===== src/rtl/audio_mix_pkg.sv =====
// Shared definitions for the audio mixing and effect stages: FSM encoding,
// gain/accumulator constants and a reusable saturating narrowing function.
package audio_mix_pkg;

    localparam int GAINFRAC_DEF = 7;
    localparam int GAIN_UNITY   = 1 << GAINFRAC_DEF;
    localparam int ACC_HEADROOM = 3;
    localparam int ACC_W        = 24 + 8 + ACC_HEADROOM;
    localparam int SAT_W        = 64;

    typedef enum logic [1:0] {
        IDLE,
        MAC,
        SAT
    } mix_state_t;

    typedef struct packed {
        logic signed [SAT_W-1:0] value;
        logic                    clip;
    } sat_result_t;

    // Clamps a wide signed value into a signed range of 'bits' bits.
    function automatic sat_result_t saturate(input logic signed [SAT_W-1:0] value,
                                             input int bits);
        logic signed [SAT_W-1:0] max_v;
        logic signed [SAT_W-1:0] min_v;
        sat_result_t res;
        max_v = (64'sd1 <<< (bits - 1)) - 64'sd1;
        min_v = -max_v - 64'sd1;
        res.value = value;
        res.clip  = 1'b0;
        if (value > max_v) begin
            res.value = max_v;
            res.clip  = 1'b1;
        end else if (value < min_v) begin
            res.value = min_v;
            res.clip  = 1'b1;
        end
        return res;
    endfunction

endpackage


===== src/rtl/voice_mixer.sv =====
// Four-voice gain mixer: one time-shared multiplier walks the voice snapshots,
// then the accumulated sum is rescaled and saturated into a single sample.
module voice_mixer
    import audio_mix_pkg::*;
#(
    parameter int BITSIZE  = 24,
    parameter int GAINSIZE = 8,
    parameter int GAINFRAC = 7
) (
    input  logic                       clk,
    input  logic                       rst,
    input  logic                       start,
    input  logic signed [BITSIZE-1:0]  in_1,
    input  logic signed [BITSIZE-1:0]  in_2,
    input  logic signed [BITSIZE-1:0]  in_3,
    input  logic signed [BITSIZE-1:0]  in_4,
    input  logic        [GAINSIZE-1:0] gain_1,
    input  logic        [GAINSIZE-1:0] gain_2,
    input  logic        [GAINSIZE-1:0] gain_3,
    input  logic        [GAINSIZE-1:0] gain_4,
    output logic signed [BITSIZE-1:0]  out,
    output logic                       out_valid,
    output logic                       busy,
    output logic                       clipped,
    output logic                       overrun
);

    localparam int ACCW  = BITSIZE + GAINSIZE + ACC_HEADROOM;
    localparam int PRODW = BITSIZE + GAINSIZE + 1;

    mix_state_t state;
    mix_state_t state_next;

    logic        [1:0]          ch;
    logic signed [BITSIZE-1:0]  in_snap   [4];
    logic        [GAINSIZE-1:0] gain_snap [4];
    logic signed [ACCW-1:0]     acc;
    logic signed [PRODW-1:0]    product;
    logic signed [ACCW-1:0]     acc_shift;
    sat_result_t                sat;
    logic                       load;
    logic                       mac_en;
    logic                       sat_en;

    always_ff @(posedge clk or posedge rst) begin
        if (rst) begin
            state <= IDLE;
        end else begin
            state <= state_next;
        end
    end

    always_comb begin
        state_next = state;
        case (state)
            IDLE:    if (start) state_next = MAC;
            MAC:     if (ch == 2'd3) state_next = SAT;
            SAT:     state_next = IDLE;
            default: state_next = IDLE;
        endcase
    end

    always_comb begin
        busy   = (state != IDLE);
        load   = (state == IDLE) && start;
        mac_en = (state == MAC);
        sat_en = (state == SAT);
    end

    // Gain is zero-extended so it multiplies as a non-negative signed operand.
    assign product   = PRODW'(in_snap[ch]) * PRODW'($signed({1'b0, gain_snap[ch]}));
    assign acc_shift = acc >>> GAINFRAC;
    assign sat       = saturate(SAT_W'(acc_shift), BITSIZE);

    always_ff @(posedge clk or posedge rst) begin
        if (rst) begin
            for (int i = 0; i < 4; i++) begin
                in_snap[i]   <= '0;
                gain_snap[i] <= '0;
            end
            acc       <= '0;
            ch        <= '0;
            out       <= '0;
            out_valid <= 1'b0;
            clipped   <= 1'b0;
            overrun   <= 1'b0;
        end else begin
            out_valid <= sat_en;
            overrun   <= start && busy;
            if (load) begin
                in_snap[0]   <= in_1;
                in_snap[1]   <= in_2;
                in_snap[2]   <= in_3;
                in_snap[3]   <= in_4;
                gain_snap[0] <= gain_1;
                gain_snap[1] <= gain_2;
                gain_snap[2] <= gain_3;
                gain_snap[3] <= gain_4;
                acc          <= '0;
                ch           <= '0;
            end
            if (mac_en) begin
                acc <= acc + ACCW'(product);
                ch  <= ch + 2'd1;
            end
            if (sat_en) begin
                out     <= sat.value[BITSIZE-1:0];
                clipped <= sat.clip;
            end
        end
    end

endmodule


===== config.mk =====
export PLATFORM = sky130hd
export DESIGN_NAME = voice_mixer
export DESIGN_NICKNAME = d
export VERILOG_FILES = /design/src/rtl/audio_mix_pkg.sv /design/src/rtl/voice_mixer.sv
export SDC_FILE = /design/constraint.sdc
export NUM_CORES = 1
export LEC_CHECK = 0
export BUFFER_PORTS_ARGS = -buffer_cell sky130_fd_sc_hd__buf_2
export CAP_MARGIN = 20
export CORE_MARGIN = 3
export CORE_UTILIZATION = 50
export DETAILED_ROUTE_END_ITERATION = 6
export HOLD_SLACK_MARGIN = 0.15
export PLACE_DENSITY = 0.78
export SYNTH_ARGS = -nofsm -noshare
export SYNTH_HDL_FRONTEND = slang
export SYNTH_SLANG_ARGS = --single-unit

===== constraint.sdc =====
create_clock -name clk -period 6.8 [get_ports clk]
set_clock_uncertainty 0.05 [all_clocks]
set_input_delay 0.68 -clock clk [delete_from_list [all_inputs] [get_ports clk]]
set_output_delay 0.68 -clock clk [all_outputs]
set_load 0.01 [all_outputs]

# Yosys cells after proc, flatten, opt, wreduce, memory -nomap -nowiden

Cells that the tools add are included.

Multipliers: 1
Eq/ne operators: 5
Shifts and indexed selects: 0
$lt $le $gt $ge: 3
Bitwise operators: 1
Reduce and logical (&&, ||, !) cells: 6
Div/mod/pow operators: 0
Muxes and demuxes: 15
Add/subtract/negate cells: 2

Operator list:

| cell                                                                            | number |
|---|---|
| 35-bit 2-to-1 mux                                                               | 2 |
| 25-bit 2-to-1 mux                                                               | 2 |
| 24-bit binary-select mux with 2-bit select                                      | 1 |
| 24-bit 2-to-1 mux                                                               | 2 |
| 35-bit by 33-bit adder with 35-bit output                                       | 1 |
| 24-bit by 9-bit multiplier with 33-bit output                                   | 1 |
| 28-bit by 24-bit > comparator with 1-bit output (second input constant)         | 1 |
| 28-bit by 24-bit less-than comparator with 1-bit output (second input constant) | 1 |
| 8-bit binary-select mux with 2-bit select                                       | 1 |
| 8-bit 2-to-1 mux                                                                | 2 |
| 2-bit 2-to-1 mux                                                                | 4 |
| 2-bit == test (second input constant)                                           | 2 |
| 2-bit one-hot mux with 2 select lines                                           | 1 |
| 2-bit nonzero test                                                              | 2 |
| 3-bit greater-or-equal comparator (second input constant)                       | 1 |
| 2-bit inverter with 3-bit output                                                | 1 |
| 2-bit by 1-bit adder with 2-bit output (second input constant)                  | 1 |
| 2-bit by 1-bit == test with 1-bit output (second input constant)                | 1 |
| 1-bit logical AND                                                               | 2 |
| 2-bit zero test                                                                 | 1 |
| 2-bit by 1-bit inequality test with 1-bit output (second input constant)        | 1 |
| 2-bit inequality test (second input constant)                                   | 1 |
| 2-bit AND reduction                                                             | 1 |

Input bits: 131
Logic and storage cells: 48
Bits in writable memories: 0
Memory bits (read-only): 0
Latch bits: 0
Memories kept: 0
Flip-flop bits (word level): 194

# Depth between registers and ports, before layout

Gate-level depths: netlist of the first run.

Depth in word-level cells: 7
Mapped depth: 26

# Worst setup path after synthesis of the first run

Ideal clock, no wire load.

Path type: register -> register
From: reg ch[0]
To: reg acc[28]
Path slack: 18 ps
Cell stages (with the launch flop): 22
Library setup time: 122 ps
Arrival time: 6610 ps
Path buffers: 2
Required time: 6628 ps
Period minus slack after synthesis: 6782 ps
Cell sequence: dfrtp_1 > clkbuf_1 > buf_1 > mux4_2 > and2_1 > fa_1 > fa_1 > fa_1 > fa_1 > inv_1 > fa_1 > inv_1 > ha_1 > nand2_1 > o21ai_0 > a21oi_1 > o41ai_4 > a31oi_2 > o2bb2ai_2 > nor3_1 > or3_1 > a32o_1

Longest elaborated chain between the ends: 7

Ends and longest elaborated chain:

| item                                                                                                           | RTL line           | text |
|---|---|---|
| start, declared                                                                                                | voice_mixer.sv:34  | `logic [1:0] ch;` |
| start signal, assigned                                                                                         | voice_mixer.sv:104 | `ch <= ch + 2'd1;` |
| 2-bit inverter with 3-bit output (implied by the code) (*)                                                     | voice_mixer.sv:71  | `assign product = PRODW'(in_snap[ch]) * PRODW'($signed({1'b0, gain_snap[ch]}));` |
| 24-bit binary-select mux with 2-bit select / 8-bit binary-select mux with 2-bit select (equally long branches) | voice_mixer.sv:71  |  |
| 24-bit 2-to-1 mux (implied by the code) / 8-bit 2-to-1 mux (equally long branches) (2 in a row)                | voice_mixer.sv:71  |  |
| 24-bit by 9-bit multiplier with 33-bit output (*)                                                              | voice_mixer.sv:71  |  |
| 35-bit by 33-bit adder with 35-bit output (*)                                                                  | voice_mixer.sv:103 | `acc <= acc + ACCW'(product);` |
| 35-bit 2-to-1 mux (*)                                                                                          | voice_mixer.sv:102 | `if (mac_en) begin` |
| end signal, assigned                                                                                           | voice_mixer.sv:103 |  |
| end, declared                                                                                                  | voice_mixer.sv:37  | `logic signed [ACCW-1:0] acc;` |

Mark *: on every way between the ends. The rest lies on a longest branch, timed or not. The select of a mux whose other input is x is not followed.
A chain may end at the register's enable or synchronous reset.

# Worst setup path in the final report of the first run

Same ends and word-level chain as after synthesis.

==> metrics.md, run 1 <==
| Metric | Value |
|---|---|
| Share of cells above drive strength 1 | 0.146 |
| Type of element capturing the critical path | flip-flop |
| Maximum buffer depth of the clock tree | 2 |
| Worst slew pin tran | 963 ps |
| Number of instances in the synthesized netlist | 1754 |
| Worst setup path category | flip-flop to flip-flop |
| Remaining antenna violation count | 0 |
| Number of antenna violations at the first check in global routing | 0 |
| Period Utilization, post-route | 0.972 |
| Total number of clock tree sinks | 194 |
| N_diodes | 0 |
| Total iterations of the first detailed-routing run | 5 |
| Slowest stage cell, crit path | sky130_fd_sc_hd__mux4_1 |
| Synthesized netlist net count | 2144 |
| Vertical extent of the die | 184 microns |
| Clock network latency to the later pin of the worst-skew pair | 450 ps |
| Average cell area after synthesis | 9.04 sq um |
| Max Transition Viols Final | 0 |
| Filler Cell Count | 2563 |
| Arr. time, crit path | 6900 ps |
| Async set-or-reset flop fraction in the synthesized netlist | 1.00 |
| Cell area after synthesis | 0.0159 sq mm |
| Via total after detailed routing | 12500 |
| Biggest cell delay along the critical path | 760 ps |
| Number of standard cells in the final layout excluding fillers | 2309 |
| Vias in the first global route | 12400 |
| Top flip-flop cell by instance count after synthesis | sky130_fd_sc_hd__dfrtp_1 |
| Area grow syn2layout | 13.9% |
| Drt initial violations | 862 |
| Highest clock frequency the design can meet | 151 MHz |
| Dominant cell type by count on the critical path | sky130_fd_sc_hd__fa_1 |
| Post-synthesis cell type count | 47 |
| Root buffer cell | sky130_fd_sc_hd__clkbuf_16 |
| Result of the run | complete, no violations |
| Width of the chip | 184 microns |
| Total instance count after detailed placement | 2253 |
| DRT Wirelength | 40000 microns |
| Worst slew margin | 0.358 |
| Core box area | 0.0309 sq mm |
| Routability Congestion | 0.912 |
| Post-detailed-route via-to-cell ratio | 5.40 |
| Yosys synthesis warning count | 0 |
| Pin count of the biggest net entering global routing | 123 |
| First-pass GRT wire length | 61700 microns |
| Period minus WS final | 6610 ps |
| Setup violators final | 0 |
| All-Layer GR Usage | 0.226 |
| Number of remaining DRC errors | 0 |
| Register-to-Register Setup Slack | 190 ps |
| Number of hold-repair buffers added at the cts stage | 0 |
| Global-route congestion overflow total | 0 |
| Detail Placement HPWL | 28100 microns |
| Hold violation count in the final report | 0 |
| Die area | 0.0339 sq mm |
| Standard-cell rows | 64 |
| H-tree lvl count | 4 |
| Largest fanout on the critical path | 8 |
| CTS tree | done |
| Reported max-cap violation count | 0 |
| Type of the tightest min-delay check | input pin to asynchronous set/reset pin |
| Initial Utilization | 0.513 |
| Routed wirelength normalized by instance count | 17.3 microns |
| Ports | 159 |
| Clock-pin slew reported for the worst setup and hold paths after clock tree synthesis | 90 ps |
| Sequential area share after synthesis | 0.306 |
| Port Buffer Count | 158 |
| Category of the worst setup path launch point | flip-flop |
| WP data required | 7090 ps |
| Post-synth EDFFs | 0 |
| Number of buffers created by CTS | 17 |
| Net total in the final layout | 2290 |
| Cell breakdown of the critical path | buf_2 > buf_4 > mux4_1 > nand2_1 > fa_1 > inv_1 > fa_1 > fa_1 > fa_1 > inv_1 > fa_1 > inv_1 > ha_1 > a21oi_1 > o21ai_0 > a21oi_2 > o41ai_4 > a31oi_2 > o2bb2ai_2 > nor3_1 > or3_1 > a32o_1 |
| Synthesized flop and latch total | 194 |
## what timing repair did
| action | CTS | global route |
|---|---|---|
| setup endpoints to repair | 0 | 12 |
| setup buffers | 0 | 17 |
| gates resized for setup | 0 | 11 |
## per-stage QoR
stage	utilization	setup WS, ps	instance area (sq um)	TNS, ps	hold WS, ps
6_report	0.584	193	18100	0	321
5_1_grt	0.584	-46.1	18100	-46.1	366
4_1_cts	0.573	66.9	17700	0	349
3_5_place_dp	0.552	93.5	17100	0	404
3_3_place_gp	0.552	155	17100	0	399
2_1_floorplan	-	18.0	15900	0	390
## cells in the final DEF (no fill, tap or decap), types with 24 or more instances in the layout
cell                      netlist  routed
sky130_fd_sc_hd__ha_1          76      76
sky130_fd_sc_hd__and2_1       109     108
sky130_fd_sc_hd__o21ai_0       76      75
sky130_fd_sc_hd__a21oi_1       37      35
sky130_fd_sc_hd__buf_2          1     159
sky130_fd_sc_hd__dfrtp_1      194     193
sky130_fd_sc_hd__fa_1         183     183
sky130_fd_sc_hd__mux4_2        32      34
sky130_fd_sc_hd__nand3_1       24      24
sky130_fd_sc_hd__nand2_1      567     566
sky130_fd_sc_hd__buf_4          0      31
sky130_fd_sc_hd__inv_1        247     246
## logic make-up after synthesis
group,after synthesis,share of synthesized area
simple gates,758,0.205
fa+ha+maj,259,0.291
xor+xnor,30,0.0166
mux,33,0.0461
flops,194,0.306
buf+inv,323,0.0765
compound gates,157,0.0591
## cell type report
cell class	count	area [sq um]	area share
clock buffers	17	425	0.0236
well taps	396	495	0.0274
repair buffers	198	1180	0.0655
inverters	247	935	0.0518
clock inverters	15	215	0.0119
multi-input cells	1242	9950	0.551
flip-flops and latches	194	4860	0.269
## path summary, 6_finish.rpt
path / startpoint / end / cells after the start
setup / recovery: ch[0]$_DFFE_PP0P_ / acc[28]$_DFFE_PP0P_ / 22
hold / removal: rst / gain_snap[8]$_DFFE_PP0P_ / 2
setup reg to reg: ch[0]$_DFFE_PP0P_ / acc[28]$_DFFE_PP0P_ / 22
hold reg to reg: out[11]$_DFFE_PP0P_ / out[11]$_DFFE_PP0P_ / 2
max in group asynchronous: rst / in_snap[93]$_DFFE_PP0P_ / 3
min in group clk: in_1[5] / in_snap[77]$_DFFE_PP0P_ / 3
## critical path: cells and delay by family, from the launching register on
family,cells,cell delay (ps)
AOI/OAI and AO/OA,7,1420
adders and majority gates,6,2740
buffers and inverters,5,560
DFF,1,390
muxes,1,760
and+or+nand+nor,3,580
## Yosys cell counts (4+ instances only)
master	n	share of area
sky130_fd_sc_hd__xor2_1	13	0.0072
sky130_fd_sc_hd__a21o_1	10	0.0047
sky130_fd_sc_hd__fa_1	183	0.23
sky130_fd_sc_hd__dfrtp_1	194	0.31
sky130_fd_sc_hd__nor2_1	21	0.0050
sky130_fd_sc_hd__ha_1	76	0.060
sky130_fd_sc_hd__inv_1	247	0.058
sky130_fd_sc_hd__nand3_1	24	0.0076
sky130_fd_sc_hd__o21bai_1	4	0.0019
sky130_fd_sc_hd__o211ai_1	4	0.0019
sky130_fd_sc_hd__nand2b_1	5	0.0020
sky130_fd_sc_hd__nand2_1	567	0.13
sky130_fd_sc_hd__nor3_1	5	0.0016
sky130_fd_sc_hd__clkbuf_1	73	0.017
sky130_fd_sc_hd__and2_1	109	0.043
sky130_fd_sc_hd__o21ai_0	76	0.024
sky130_fd_sc_hd__nor2b_1	8	0.0032
sky130_fd_sc_hd__a31oi_1	6	0.0024
sky130_fd_sc_hd__xnor2_1	17	0.0094
sky130_fd_sc_hd__and3_1	4	0.0016
sky130_fd_sc_hd__nand4_1	7	0.0028
sky130_fd_sc_hd__a21oi_1	37	0.012
sky130_fd_sc_hd__mux4_2	32	0.045
## metal layers
metal | global-route usage | vias up | part of all wire
li1 | - | 5729 | -
met1 | 0.338 | 6005 | 0.44
met2 | 0.346 | 664 | 0.45
met3 | 0.0379 | 75 | 0.088
met4 | 0.0638 | 0 | 0.030
met5 | 0 | - | 0
## state kept, by name, indices dropped and copies added, names as in the netlist
name	count
out	24
in_snap	96
clipped	1
gain_snap	32
acc	35
out_valid	1
overrun	1
state	2
ch	2
Power of run 1 is not shown: default switching activity piles up to over one toggle a cycle in this logic, so the estimate is an artifact.
==> run 2: changes to the inputs <==
==> constraint.sdc (replaced) <==
create_clock -name clk -period 6.8 [get_ports clk]
set_clock_uncertainty 0.05 [all_clocks]
set_input_delay 0.34 -clock clk [delete_from_list [all_inputs] [get_ports clk]]
set_output_delay 0.34 -clock clk [all_outputs]
set_load 0.01 [all_outputs]
==> run 2 against run 1 <==
Net effect: the run now ends with DRC left; flip-flop and latch count did not move; die area did not move; sequential share of layout area down 2.0 points; design area increased by 7.9%; register-to-register slack worse by 80 ps; maximum frequency shrank 1.2%; critical path type unchanged.
==> metrics.md, run 2 (synthesis gave the netlist of run 1 again) <==
| Metric | Value |
|---|---|
| Result of the run | finished, violations left |
| Failing checks | DRC |
| Routed wirelength normalized by instance count | 18.3 microns (+6.0%) |
| Arr. time, crit path | 6980 ps (+80 ps) |
| Total number of clock tree sinks | 194 (unchanged) |
| Root buffer cell | sky130_fd_sc_hd__clkbuf_16 |
| Dominant cell type by count on the critical path | sky130_fd_sc_hd__fa_1 |
| Number of antenna violations at the first check in global routing | 1 (+1) |
| Vertical extent of the die | 184 microns (unchanged) |
| Remaining antenna violation count | 0 (unchanged) |
| Register ranked first by flip-flop count | in_snap |
| Worst slew pin tran | 1100 ps (+136 ps) |
| Standard-cell rows | 64 (unchanged) |
| Global-route congestion overflow total | 0 (unchanged) |
| Hold violation count in the final report | 0 (unchanged) |
| Area grow syn2layout | 22.9% |
| Total area of sequential cells | 0.00486 sq mm (unchanged) |
| WP data required | 7090 ps (about the same) |
| DRT Wirelength | 45000 microns (+13%) |
| Largest fanout on the critical path | 7 (-1) |
| Max Transition Viols Final | 0 (unchanged) |
| Worst slew margin | 0.264 (-0.0935) |
| Number of buffers created by CTS | 17 (unchanged) |
| Core box area | 0.0309 sq mm (unchanged) |
| Slowest stage cell, crit path | sky130_fd_sc_hd__mux4_2 |
| Multi-input gate area in the final layout | 0.00999 sq mm (+0.42%) |
| First-pass GRT wire length | 68900 microns (+12%) |
| Worst slack at placement | 112 ps (+18.2 ps) |
| Filler Cell Count | 2319 (-9.5%) |
| Highest clock frequency the design can meet | 150 MHz (-1.2%) |
| Initial Utilization | 0.513 (unchanged) |
| Pin count of the biggest net entering global routing | 122 (-0.81%) |
| Total instance count after detailed placement | 2254 (+0.044%) |
| Number of remaining DRC errors | 13 (+13) |
| Net total in the final layout | 2432 (+6.2%) |
| Biggest regs | in_snap: 96 flops, acc: 35 flops, gain_snap: 32 flops |
| Max reg flops | 96 (unchanged) |
| Total iterations of the first detailed-routing run | 7 (+2) |
| Clock-pin slew reported for the worst setup and hold paths after clock tree synthesis | 80 ps (about the same) |
| Ports | 159 (unchanged) |
| Period Utilization, post-route | 0.983 (+0.0116) |
| H-tree lvl count | 4 (unchanged) |
| Setup repair after global routing missed its margin | true |
| Reported max-cap violation count | 0 (unchanged) |
| Setup violators final | 0 (unchanged) |
| Routability Congestion | 0.912 (unchanged) |
| Port Buffer Count | 158 (unchanged) |
| Number of standard cells in the final layout excluding fillers | 2452 (+6.2%) |
| Maximum buffer depth of the clock tree | 2 (unchanged) |
| Post-detailed-route via-to-cell ratio | 5.46 (+1.1%) |
| Share of cells above drive strength 1 | 0.150 (+0.00351) |
| Most frequent cells in the layout | sky130_fd_sc_hd__nand2_1 (562), sky130_fd_sc_hd__inv_1 (246), sky130_fd_sc_hd__dfrtp_1 (193) |
| Cell breakdown of the critical path | buf_4 > clkbuf_16 > mux4_2 > buf_4 > nand2_1 > fa_1 > inv_1 > fa_1 > fa_1 > fa_1 > inv_1 > fa_1 > inv_1 > ha_1 > a21oi_2 > o21ai_0 > a21oi_2 > o41ai_4 > buf_4 > a31oi_4 > o2bb2ai_2 > nor3_1 > or3_1 > a32o_1 |
| Worst setup path category | flip-flop to flip-flop |
| Drt initial violations | 1063 (+23%) |
| Most frequent standard cell in the layout excluding fill and tap cells | sky130_fd_sc_hd__nand2_1 |
| Vias in the first global route | 13600 (+9.5%) |
| Type of element capturing the critical path | flip-flop |
| Period minus WS final | 6690 ps (+79.2 ps) |
| Via total after detailed routing | 13400 (+7.3%) |
| Type of the tightest min-delay check | flip-flop to flip-flop |
| Die area | 0.0339 sq mm (unchanged) |
| Category of the worst setup path launch point | flip-flop |
| Width of the chip | 184 microns (unchanged) |
| CTS tree | done |
| Post-route setup slack | 113 ps (-79.2 ps) |
| Biggest cell delay along the critical path | 650 ps (-110 ps) |
| All-Layer GR Usage | 0.254 (+0.0273) |
| Clock network latency to the later pin of the worst-skew pair | 450 ps (about the same) |
| Detail Placement HPWL | 28100 microns (about the same) |
[run 2: cell types whose count changed in the layout (fill, tap and decap cells not counted), moves of 4 or more]
| cell | previous run | this run |
|---|---|---|
| sky130_fd_sc_hd__dlygate4sd3_1 | 0 | 130 |
| sky130_fd_sc_hd__inv_12 | 4 | 0 |
| sky130_fd_sc_hd__nand2_1 | 566 | 562 |
| sky130_fd_sc_hd__a21oi_2 | 2 | 7 |
| sky130_fd_sc_hd__a21oi_1 | 35 | 30 |
| sky130_fd_sc_hd__ha_2 | 0 | 6 |
| sky130_fd_sc_hd__ha_1 | 76 | 69 |
| sky130_fd_sc_hd__nand2_2 | 0 | 4 |
| sky130_fd_sc_hd__clkinv_8 | 7 | 2 |
| sky130_fd_sc_hd__buf_4 | 31 | 45 |
[run 2: cell type report]
type,instances,share of cell area
clock buffers,18,0.0220
inverters,247,0.0480
clock inverters,14,0.0108
repair buffers,341,0.132
multi-input cells,1241,0.512
well taps,396,0.0254
diodes,1,0.000128
flip-flops and latches,194,0.249
[run 2: what timing repair did]
action                                 in CTS  in global routing
setup buffers                               0                 29
resized for setup                           0                 28
setup endpoints to repair                   0                 11
endpoints found under the hold margin     249                  0
hold buffers                              130                  0
[run 2: path summary, 6_finish.rpt]
kind | slack, ps | startpoint | cells after the start | to
hold reg to reg | 410 | out[18]$_DFFE_PP0P_ | 2 | out[18]$_DFFE_PP0P_
min in group asynchronous | 510 | rst | 3 | in_snap[95]$_DFFE_PP0P_
max in group asynchronous | 4710 | rst | 4 | in_snap[0]$_DFFE_PP0P_
setup / recovery | 110 | ch[0]$_DFFE_PP0P_ | 24 | acc[28]$_DFFE_PP0P_
setup reg to reg | 110 | ch[0]$_DFFE_PP0P_ | 24 | acc[28]$_DFFE_PP0P_
hold / removal | 410 | out[18]$_DFFE_PP0P_ | 2 | out[18]$_DFFE_PP0P_
[run 2: critical path: cells and delay by family (launching register included)]
kind	cells	cell delay [ps]
fa+ha+maj	6	2790
compound gates	7	1250
buf+inv	7	860
mux	1	650
simple gates	3	500
flops	1	480
[run 2: stage by stage]
stage                util  hold WS, ps  TNS (ps)  instance area, sq um
floorplan               -          390         0                 15900
global placement    0.552          398         0                 17100
detailed placement  0.553          403         0                 17100
CTS                 0.615          421         0                 19000
global route        0.631          449      -177                 19500
finish              0.631          414         0                 19500
[run 2: metal layers]
metal	global-route usage	up-vias	share of wire
li1	-	6007	-
met1	0.350	6389	0.40
met2	0.414	803	0.46
met3	0.0424	187	0.089
met4	0.0829	0	0.049
met5	0	-	0
Power of run 2 is left out for the same reason.
